### config.mk
export PLATFORM = sky130hd
export DESIGN_NAME = servo_pwm_gen
export DESIGN_NICKNAME = d
export VERILOG_FILES = /design/src/rtl/servo_pkg.sv /design/src/rtl/servo_duty_shaper.sv /design/src/rtl/servo_pwm_gen.sv
export SDC_FILE = /design/constraint.sdc
export NUM_CORES = 1
export LEC_CHECK = 0
export ABC_AREA = 0
export BUFFER_PORTS_ARGS = -buffer_cell sky130_fd_sc_hd__buf_4
export CAP_MARGIN = 25
export CORE_MARGIN = 1.5
export CORE_UTILIZATION = 45
export DETAILED_ROUTE_END_ITERATION = 16
export PLACE_DENSITY_LB_ADDON = 0.25
export SYNTH_ARGS = -nofsm -noshare
export SYNTH_HDL_FRONTEND = slang
export SYNTH_HIERARCHICAL = 1
export SYNTH_SLANG_ARGS = --single-unit
### constraint.sdc
create_clock -name clk -period 6.4 [get_ports clk]
set_input_delay 0.64 -clock clk [delete_from_list [all_inputs] [get_ports clk]]
set_output_delay 0.64 -clock clk [all_outputs]
set_load 0.005 [all_outputs]
### src/rtl/servo_pkg.sv
// Shared servo types and default constants (also used by the PID controller).
package servo_pkg;

  typedef logic [17:0] duty_t;
  typedef logic [19:0] cnt_t;

  typedef enum logic [1:0] {
    IDLE  = 2'd0,
    RUN   = 2'd1,
    DRAIN = 2'd2
  } pwm_state_e;

  // 20 ms frame at 50 MHz; 1.0 / 1.5 / 2.0 ms pulse widths
  localparam int DEF_PERIOD_CYC  = 1_000_000;
  localparam int DEF_MIN_DUTY    = 50_000;
  localparam int DEF_MAX_DUTY    = 100_000;
  localparam int DEF_CENTER_DUTY = 75_000;
  localparam int DEF_SLEW_STEP   = 1_000;

  // Duty words are compared against the 20-bit frame counter unsigned
  function automatic cnt_t ext_duty(input duty_t d);
    return {2'b00, d};
  endfunction

endpackage

### src/rtl/servo_duty_shaper.sv
// Combinational duty shaping: zero means "hold", otherwise clamp to the
// servo-safe window. With PWM_SLEW_LIMIT_EN defined the result moves toward
// the clamped target by at most SLEW_STEP per frame.
module servo_duty_shaper
  import servo_pkg::*;
#(
  parameter int MIN_DUTY  = DEF_MIN_DUTY,
  parameter int MAX_DUTY  = DEF_MAX_DUTY,
  parameter int SLEW_STEP = DEF_SLEW_STEP
) (
  input  logic [17:0] duty_in,
  input  logic [17:0] duty_cur,
  output logic [17:0] duty_next
);

`ifdef PWM_SLEW_LIMIT_EN
  localparam bit SLEW_EN = 1'b1;
`else
  localparam bit SLEW_EN = 1'b0;
`endif

  localparam duty_t LO_D = duty_t'(MIN_DUTY);
  localparam duty_t HI_D = duty_t'(MAX_DUTY);
  localparam cnt_t  LO   = cnt_t'(MIN_DUTY);
  localparam cnt_t  HI   = cnt_t'(MAX_DUTY);
  localparam cnt_t  STEP = cnt_t'(SLEW_STEP);

  cnt_t  req;
  cnt_t  cur;
  cnt_t  target;
  cnt_t  delta;
  cnt_t  slewed;
  cnt_t  moved;
  duty_t duty_fit;

  // Clamp, optional slew toward target, then a final saturation so the
  // result stays inside the window even if the held value started outside it.
  always_comb begin
    req      = ext_duty(duty_in);
    cur      = ext_duty(duty_cur);
    target   = req;
    delta    = '0;
    slewed   = cur;
    moved    = cur;
    duty_fit = duty_cur;

    if (req < LO) begin
      target = LO;
    end else if (req > HI) begin
      target = HI;
    end

    // slewed always lies between cur and target, so no overflow is possible
    if (target >= cur) begin
      delta  = target - cur;
      slewed = cur + ((delta > STEP) ? STEP : delta);
    end else begin
      delta  = cur - target;
      slewed = cur - ((delta > STEP) ? STEP : delta);
    end

    moved = SLEW_EN ? slewed : target;

    if (moved > HI) begin
      duty_fit = HI_D;
    end else if (moved < LO) begin
      duty_fit = LO_D;
    end else begin
      duty_fit = moved[17:0];
    end

    duty_next = (duty_in == '0) ? duty_cur : duty_fit;
  end

endmodule

### src/rtl/servo_pwm_gen.sv
// Servo PWM generator: fixed-length frames, pulse width taken from duty_in
// only at frame boundaries, clamped (and optionally slew limited).
// Optional feature macro: PWM_SLEW_LIMIT_EN (see servo_duty_shaper).
//
// Timing: every output is a flop computed from the *next* state/counter, so
// the duty loaded for a frame is already in force during frame cycle 0 and
// pwm_out / period_start line up with the counter without a one-cycle skew.
// The duty word is sampled on the cycle that hands over to frame cycle 0
// (the enabling cycle in IDLE, or the last cycle of the previous frame).
module servo_pwm_gen
  import servo_pkg::*;
#(
  parameter int PERIOD_CYC  = DEF_PERIOD_CYC,
  parameter int MIN_DUTY    = DEF_MIN_DUTY,
  parameter int MAX_DUTY    = DEF_MAX_DUTY,
  parameter int CENTER_DUTY = DEF_CENTER_DUTY,
  parameter int SLEW_STEP   = DEF_SLEW_STEP
) (
  input  logic        clk,
  input  logic        rst_n,
  input  logic        enable,
  input  logic [17:0] duty_in,
  output logic        pwm_out,
  output logic        period_start,
  output logic [17:0] duty_active,
  output logic        busy
);

  localparam cnt_t  LAST_CNT   = cnt_t'(PERIOD_CYC - 1);
  localparam duty_t CENTER_D   = duty_t'(CENTER_DUTY);

  pwm_state_e state_reg;
  pwm_state_e state_next;
  cnt_t       cnt_reg;
  cnt_t       cnt_next;
  duty_t      duty_active_reg;
  duty_t      duty_shaped;
  duty_t      duty_sel;
  logic       pwm_out_reg;
  logic       pwm_next;
  logic       period_start_reg;
  logic       busy_reg;
  logic       busy_next;
  logic       load_frame;
  logic       frame_last;

  servo_duty_shaper #(
    .MIN_DUTY  (MIN_DUTY),
    .MAX_DUTY  (MAX_DUTY),
    .SLEW_STEP (SLEW_STEP)
  ) u_shaper (
    .duty_in   (duty_in),
    .duty_cur  (duty_active_reg),
    .duty_next (duty_shaped)
  );

  assign frame_last = (cnt_reg == LAST_CNT);

  // Next-state and frame counter: a started frame always runs to its end;
  // enable is only consulted for leaving/continuing at the frame boundary.
  always_comb begin
    state_next = state_reg;
    cnt_next   = cnt_reg;
    load_frame = 1'b0;
    unique case (state_reg)
      IDLE: begin
        cnt_next = '0;
        if (enable) begin
          state_next = RUN;
          load_frame = 1'b1;
        end
      end
      RUN: begin
        if (frame_last) begin
          cnt_next = '0;
          if (enable) begin
            load_frame = 1'b1;
          end else begin
            // enable dropped on the very last cycle: frame is already complete
            state_next = IDLE;
          end
        end else begin
          cnt_next = cnt_reg + cnt_t'(1);
          if (!enable) begin
            state_next = DRAIN;
          end
        end
      end
      DRAIN: begin
        if (frame_last) begin
          cnt_next = '0;
          if (enable) begin
            state_next = RUN;
            load_frame = 1'b1;
          end else begin
            state_next = IDLE;
          end
        end else begin
          cnt_next = cnt_reg + cnt_t'(1);
          if (enable) begin
            state_next = RUN;
          end
        end
      end
      default: begin
        state_next = IDLE;
        cnt_next   = '0;
      end
    endcase
  end

  // Output look-ahead: compare the upcoming counter value against the duty
  // that will be in force for it; duty >= PERIOD_CYC simply holds high.
  always_comb begin
    duty_sel  = load_frame ? duty_shaped : duty_active_reg;
    busy_next = (state_next != IDLE);
    pwm_next  = busy_next && (cnt_next < ext_duty(duty_sel));
  end

  // FSM state, counter, duty register and registered outputs
  always_ff @(posedge clk or negedge rst_n) begin
    if (!rst_n) begin
      state_reg        <= IDLE;
      cnt_reg          <= '0;
      duty_active_reg  <= CENTER_D;
      pwm_out_reg      <= 1'b0;
      period_start_reg <= 1'b0;
      busy_reg         <= 1'b0;
    end else begin
      state_reg        <= state_next;
      cnt_reg          <= cnt_next;
      pwm_out_reg      <= pwm_next;
      period_start_reg <= load_frame;
      busy_reg         <= busy_next;
      if (load_frame) begin
        duty_active_reg <= duty_shaped;
      end
    end
  end

  assign pwm_out      = pwm_out_reg;
  assign period_start = period_start_reg;
  assign duty_active  = duty_active_reg;
  assign busy         = busy_reg;

endmodule

==> results of run 1 <==
-- cells in the final DEF, fill, tap and decap left out, types with 6 or more instances in the layout --
cell      instances
buf_4            42
dfrtp_1          35
inv_1            29
nor2_1           28
ha_1             22
a21oi_1          18
mux2i_1          16
nand2_1          14
nand3_1          14
nor3_1           13
o21ai_0          12
xnor2_1          11
nand4_1          10
dfstp_2           8
or3_1             7
and3_1            6
clkbuf_8          6
o211ai_1          6
-- area by class of cell --
cell class / count / share of cell area, %
inverters: 29 / 3.200
well taps: 77 / 2.832
clock inverters: 1 / 0.2574
flip-flops and latches: 43 / 31.92
clock buffers: 7 / 2.538
repair buffers: 42 / 9.268
multi-input cells: 237 / 49.98
-- layer usage --
layer  wire length (um)  track usage [%]  vias to the layer above
met2               3382            33.94                       44
met5                  0                0                        -
met1               3322            28.66                     1218
li1                   -                -                     1249
met4                125            7.750                        0
met3                200            2.374                        9
-- cell families after synthesis --
group	share of synthesized area, %
compound gates	15.28
xor+xnor	4.170
fa+ha+maj	9.362
buf+inv	5.234
flops	36.94
mux	6.978
simple gates	22.04
-- worst max path at each step --
stage / start / end / cells past startpoint
after floorplan: cnt_reg[6] / pwm_out / 12
after global placement: cnt_reg[6] / pwm_out / 10
after detailed placement: cnt_reg[6] / pwm_out / 10
after CTS: cnt_reg[6] / pwm_out / 10
after global routing: cnt_reg[6] / pwm_out / 10
final: cnt_reg[6] / pwm_out / 10
-- worst register-to-register path: cells and delay by family, from the launching register on --
family / cells / cell delay, ns
AO/OA/AOI/OAI: 4 / 1.45
AND/OR/NAND/NOR: 5 / 1.72
flip-flops: 1 / 0.45
adder cells (fa/ha/maj): 1 / 0.36
-- stage by stage --
step           hold slack [ns]  cell area (sq um)  instances  setup WS [ns]  total power (uW)
2_1_floorplan           0.3444               2940        318          2.913             673.0
6_report                0.3232               3402        436          2.326              1026
3_5_place_dp            0.5405               3307        428          2.350             853.8
3_3_place_gp            0.5305               3307        428          2.402             842.6
5_1_grt                 0.3626               3402        436          2.066              1108
4_1_cts                 0.3450               3402        436          2.304              1038
-- power groups by stage --
stage | registers (uW) | clock network [uW] | logic [uW]
floorplan | 400 | 0 | 273
global placement | 409 | 0 | 434
detailed placement | 409 | 0 | 445
CTS | 404 | 187 | 447
global route | 414 | 199 | 495
finish | 404 | 181 | 441
-- synthesized netlist by cell type, types with 4 or more instances --
| master | count |
|---|---|
| and3_1 | 6 |
| nand2_1 | 14 |
| o21ai_0 | 12 |
| nand3_1 | 14 |
| mux2i_1 | 16 |
| xnor2_1 | 11 |
| mux2_2 | 4 |
| o211ai_1 | 6 |
| dfrtp_1 | 35 |
| ha_1 | 22 |
| inv_1 | 29 |
| nor3_1 | 13 |
| o221a_1 | 4 |
| buf_2 | 6 |
| nor2_1 | 28 |
| nand4_1 | 10 |
| or3_1 | 7 |
| a21oi_1 | 18 |
| dfstp_2 | 8 |
==> flow_metrics.env, run 1 <==
export IMPL_worstPathArrival_ns=4.28
export IMPL_slowest_delay_ns=0.66
export IMPL_yosysSeqAreaShare_pct=36.94
export IMPL_drtIter0Drc=144
export IMPL_setup_viol=0
export IMPL_worstSetupPathType="reg -> reg"
export IMPL_wl_per_cell_um=16.13
export IMPL_r2r_worst_path_cells=10
export IMPL_p_comb_share_pct=43.0
export IMPL_cts_sinks=43
export IMPL_leakage_uw=0.001500
export IMPL_seqCellArea_sq_um=1086
export IMPL_status="complete, no violations"
export IMPL_fmax_mhz=245.5
export IMPL_place_congestion=0.8816
export IMPL_rr_endpoint="pwm_out"
export IMPL_nNetsFinal=401
export IMPL_drive_gt1_share_pct=20.33
export IMPL_irDropWorstVdd_mv=0.1809
export IMPL_hold_viol=0
export IMPL_cts_setup_buffers=0
export IMPL_ys_types=56
export IMPL_antenna_cells=0
export IMPL_clk_pin_slew_ns=0.08
export IMPL_synth_avg_cell_area_sq_um=9.246
export IMPL_postCtsHoldBufs=0
export IMPL_vias=2520
export IMPL_start_util_pct=46.57
export IMPL_powerDensity_nw_per_um2=301.6
export IMPL_netlist_top_cells_area="dfrtp_1 30%, ha_1 9.4%, dfstp_2 7.1%"
export IMPL_critPathTopFamily="simple AND/OR/NAND/NOR gates"
export IMPL_core_sq_um=6314
export IMPL_cts_max_path_buffers=2
export IMPL_yosys_area_top_type_share_pct=29.79
export IMPL_setup_tns_ns=0
export IMPL_synth_ff_type="dfrtp_1"
export IMPL_drv_cap=0
export IMPL_reg2reg_from="cnt_reg[6]"
export IMPL_finClkSkew_ns=0.01041
export IMPL_drc_errors=0
export IMPL_swShare_pct=38.00
export IMPL_synth_nets=361
export IMPL_cts_resized=0
export IMPL_die_x_um=83.84
export IMPL_period_needed_ns=4.074
export IMPL_grt_first_pass_wirelength_um=11750
export IMPL_p_sw_uw=389.9
export IMPL_path_buf_inv=0
export IMPL_cts_buffers=5
export IMPL_path_cells="or4b_1, or4_4, o21ai_2, nor2_1, ha_1, a2111oi_0, o21ai_0, a211oi_1, nand4_1, nor4_2"
export IMPL_dieArea_sq_um=7028
export IMPL_ys_warn_count=6
export IMPL_hpwl_um=5549
export IMPL_cpMaxStageDelayCell="o21ai_2"
export IMPL_tightest_slew_ns=0.9226
export IMPL_htreeDepth=2
export IMPL_yosys_area_top_type="dfrtp_1"
export IMPL_clkPwrFrac_pct=17.6
export IMPL_grt_max_degree=44
export IMPL_overflow=0
export IMPL_fillers=601
export IMPL_power_share_sequential_pct=39.4
export IMPL_port_buffers=41
export IMPL_grt_antenna_before_repair=0
export IMPL_grt_pass1_vias=2418
export IMPL_syn2layout_area_growth_pct=15.70
export IMPL_worst_setup_path_end_kind="register"
export IMPL_multi_input_comb_area_sq_um=1700
export IMPL_ys_seq_elements=43
export IMPL_clock_latency_ns=0.30
export IMPL_final_core_utilization_pct=53.88
export IMPL_routed_wl_um=7031
export IMPL_postSynthCellCount=318
export IMPL_ant_nets=0
export IMPL_p_int_uw=636.1
export IMPL_crit_required_ns=6.60
export IMPL_start_kind="register"
export IMPL_largest_register_ffs=20
export IMPL_viasPerCell=5.780
export IMPL_hold_path_class="in -> async"
export IMPL_min_period_over_period_pct=63.65
export IMPL_grt_setup_unrepaired="no"
export IMPL_async_flop_share_pct=100.0
export IMPL_rrSetupSlack_ns=2.33
export IMPL_synth_edf_count=0
export IMPL_maxSlewViolCount=0
export IMPL_syn_area_sq_um=2940
export IMPL_groute_usage_overall_pct=20.85
export IMPL_cts_tree="done"
export IMPL_die_y_um=83.84
export IMPL_num_io_pins=42
export IMPL_worstPathMaxFanout=21
export IMPL_max_slew_margin_pct=38.30
export IMPL_clockRootBuffer="clkbuf_8"
export IMPL_num_rows=29
export IMPL_dr_pass1_iters=4
(Power assumes the default switching activity.)
==> inputs of run 2 (changes only) <==
- clock period: 6.4 -> 3.4 ns (I/O delays scaled with it)
==> flow_metrics.env, run 2 (synthesized netlist as in run 1, its figures left out) <==
export IMPL_overflow=0
export IMPL_drtIter0Drc=167
export IMPL_grt_setup_unrepaired="yes"
export IMPL_finClkSkew_ns=0.008704
export IMPL_rrSetupSlack_ns=-0.14
export IMPL_dieArea_sq_um=7028
export IMPL_num_io_pins=42
export IMPL_nNetsFinal=476
export IMPL_syn2layout_area_growth_pct=45.40
export IMPL_final_cell_mix="108 x buf_4, 35 x dfrtp_1, 29 x inv_1, 23 x nor2_1, 18 x a21oi_1"
export IMPL_antenna_cells=0
export IMPL_maxSlewViolCount=0
export IMPL_path_cells="or4b_1, or4_4, o21ai_4, buf_6, buf_12, buf_4, nor2_4, ha_4, a2111oi_2, o21ai_1, a211oi_2, nand4_1, nor4_2"
export IMPL_core_sq_um=6314
export IMPL_vias=2887
export IMPL_grt_antenna_before_repair=0
export IMPL_ant_nets=0
export IMPL_groute_usage_overall_pct=23.44
export IMPL_grt_pass1_vias=2706
export IMPL_fillers=497
export IMPL_grt_first_pass_wirelength_um=13120
export IMPL_clk_pin_slew_ns=0.08
export IMPL_worstPathMaxFanout=6
export IMPL_irDropWorstVdd_mv=0.4744
export IMPL_num_rows=29
export IMPL_fmax_mhz=282.8
export IMPL_worstPathArrival_ns=3.73
export IMPL_dr_pass1_iters=5
export IMPL_status="finished with violations"
export IMPL_cts_sinks=43
export IMPL_crit_required_ns=3.60
export IMPL_leakage_uw=0.001921
export IMPL_dpl_cell_area_sq_um=3835
export IMPL_worst_slack_ns=-0.1363
export IMPL_stdcell_count=511
export IMPL_routed_wl_um=8376
export IMPL_rr_endpoint="pwm_out"
export IMPL_cts_tree="done"
export IMPL_tightest_slew_ns=0.5549
export IMPL_grt_max_degree=44
export IMPL_powerDensity_nw_per_um2=606.1
export IMPL_wl_per_cell_um=16.39
export IMPL_hold_viol=0
export IMPL_setup_viol=1
export IMPL_hold_path_class="in -> async"
export IMPL_drc_errors=0
export IMPL_port_buffers=41
export IMPL_period_needed_ns=3.536
export IMPL_layout_commonest_cell="buf_4"
export IMPL_clock_latency_ns=0.30
export IMPL_setup_tns_ns=-0.1363
export IMPL_drive_gt1_share_pct=41.24
export IMPL_cts_buffers=5
export IMPL_cpMaxStageDelayCell="or4b_1"
export IMPL_largest_register_ffs=20
export IMPL_start_kind="register"
export IMPL_place_congestion=0.8874
export IMPL_htreeDepth=2
export IMPL_drv_cap=0
export IMPL_failed_checks="setup timing"
export IMPL_final_core_utilization_pct=67.72
export IMPL_viasPerCell=5.650
export IMPL_fin_area_sq_um=4275
export IMPL_slowest_delay_ns=0.57
export IMPL_min_period_over_period_pct=104.0
export IMPL_die_x_um=83.84
export IMPL_cts_max_path_buffers=2
export IMPL_worst_setup_path_end_kind="register"
export IMPL_clockRootBuffer="clkbuf_8"
export IMPL_hold_ws_ns=0.02092
export IMPL_hpwl_um=6314
export IMPL_die_y_um=83.84
export IMPL_r2r_worst_path_cells=13
export IMPL_reg2reg_from="cnt_reg[6]"
export IMPL_worstSetupPathType="reg -> reg"
export IMPL_start_util_pct=46.57
export IMPL_max_slew_margin_pct=63.00
export IMPL_dp_cells=495
==> run 2: changes by cell type in the layout (fill, tap and decap cells not counted), sizes merged <==
cell,change
bufinv,+1
buf,+74
==> run 2: layout make-up <==
type,instances,area (sq um),share of cell area (%)
multi-input combinational,237,1914,44.78
inverter,29,108.9,2.546
timing repair buffer,117,952.2,22.27
tap,77,96.34,2.253
sequential,43,1086,25.40
clock inverter,2,35.03,0.8194
clock buffer,6,82.58,1.932
==> run 2: how the worst max path moves through the flow <==
stage	from	endpoint	slack (ns)	depth (start not counted)
final	cnt_reg[6]	pwm_out	-0.14	13
after global routing	cnt_reg[6]	pwm_out	-0.25	13
after CTS	cnt_reg[8]	pwm_out	-0.04	12
after detailed placement	cnt_reg[10]	pwm_out	-0.15	15
after global placement	cnt_reg[10]	pwm_out	-0.13	14
after floorplan	cnt_reg[6]	pwm_out	0.007	12
==> run 2: worst max-delay path, delay by kind of cell, from the launching register on <==
kind	cells	cell delay, ns
AO/OA/AOI/OAI	4	0.88
buffers and inverters	3	0.39
flip-flops	1	0.41
adder cells (fa/ha/maj)	1	0.16
AND/OR/NAND/NOR	5	1.60
==> run 2: layer usage <==
metal,track usage [%],vias to the layer above,wire length (um)
li1,-,1410,-
met1,32.31,1379,3775
met2,37.98,85,4077
met3,3.858,13,358
met4,7.004,0,164
met5,0,-,0
==> run 2: where the power goes <==
group / total (uW) / internal (uW) / switching [uW]
logic: 1400 / 782 / 623
clock network: 416 / 238 / 178
registers: 771 / 657 / 113
==> run 2: through the flow <==
| step | setup WS (ns) | power (uW) |
|---|---|---|
| CTS | -0.03954 | 2323 |
| finish | -0.1363 | 2591 |
| global route | -0.2533 | 2752 |
| detailed placement | -0.1536 | 1858 |
| global placement | -0.1342 | 1827 |
| floorplan | 0.007013 | 1280 |
==> run 2: repair_timing <==
item / 4_1_cts / 5_1_grt
resized for setup: 19 / 32
gates cloned: 0 / 1
endpoints found under the setup margin: 1 / 1
hold buffers: 0 / 0
pin swaps: 8 / 17
buffers inserted: 0 / 7
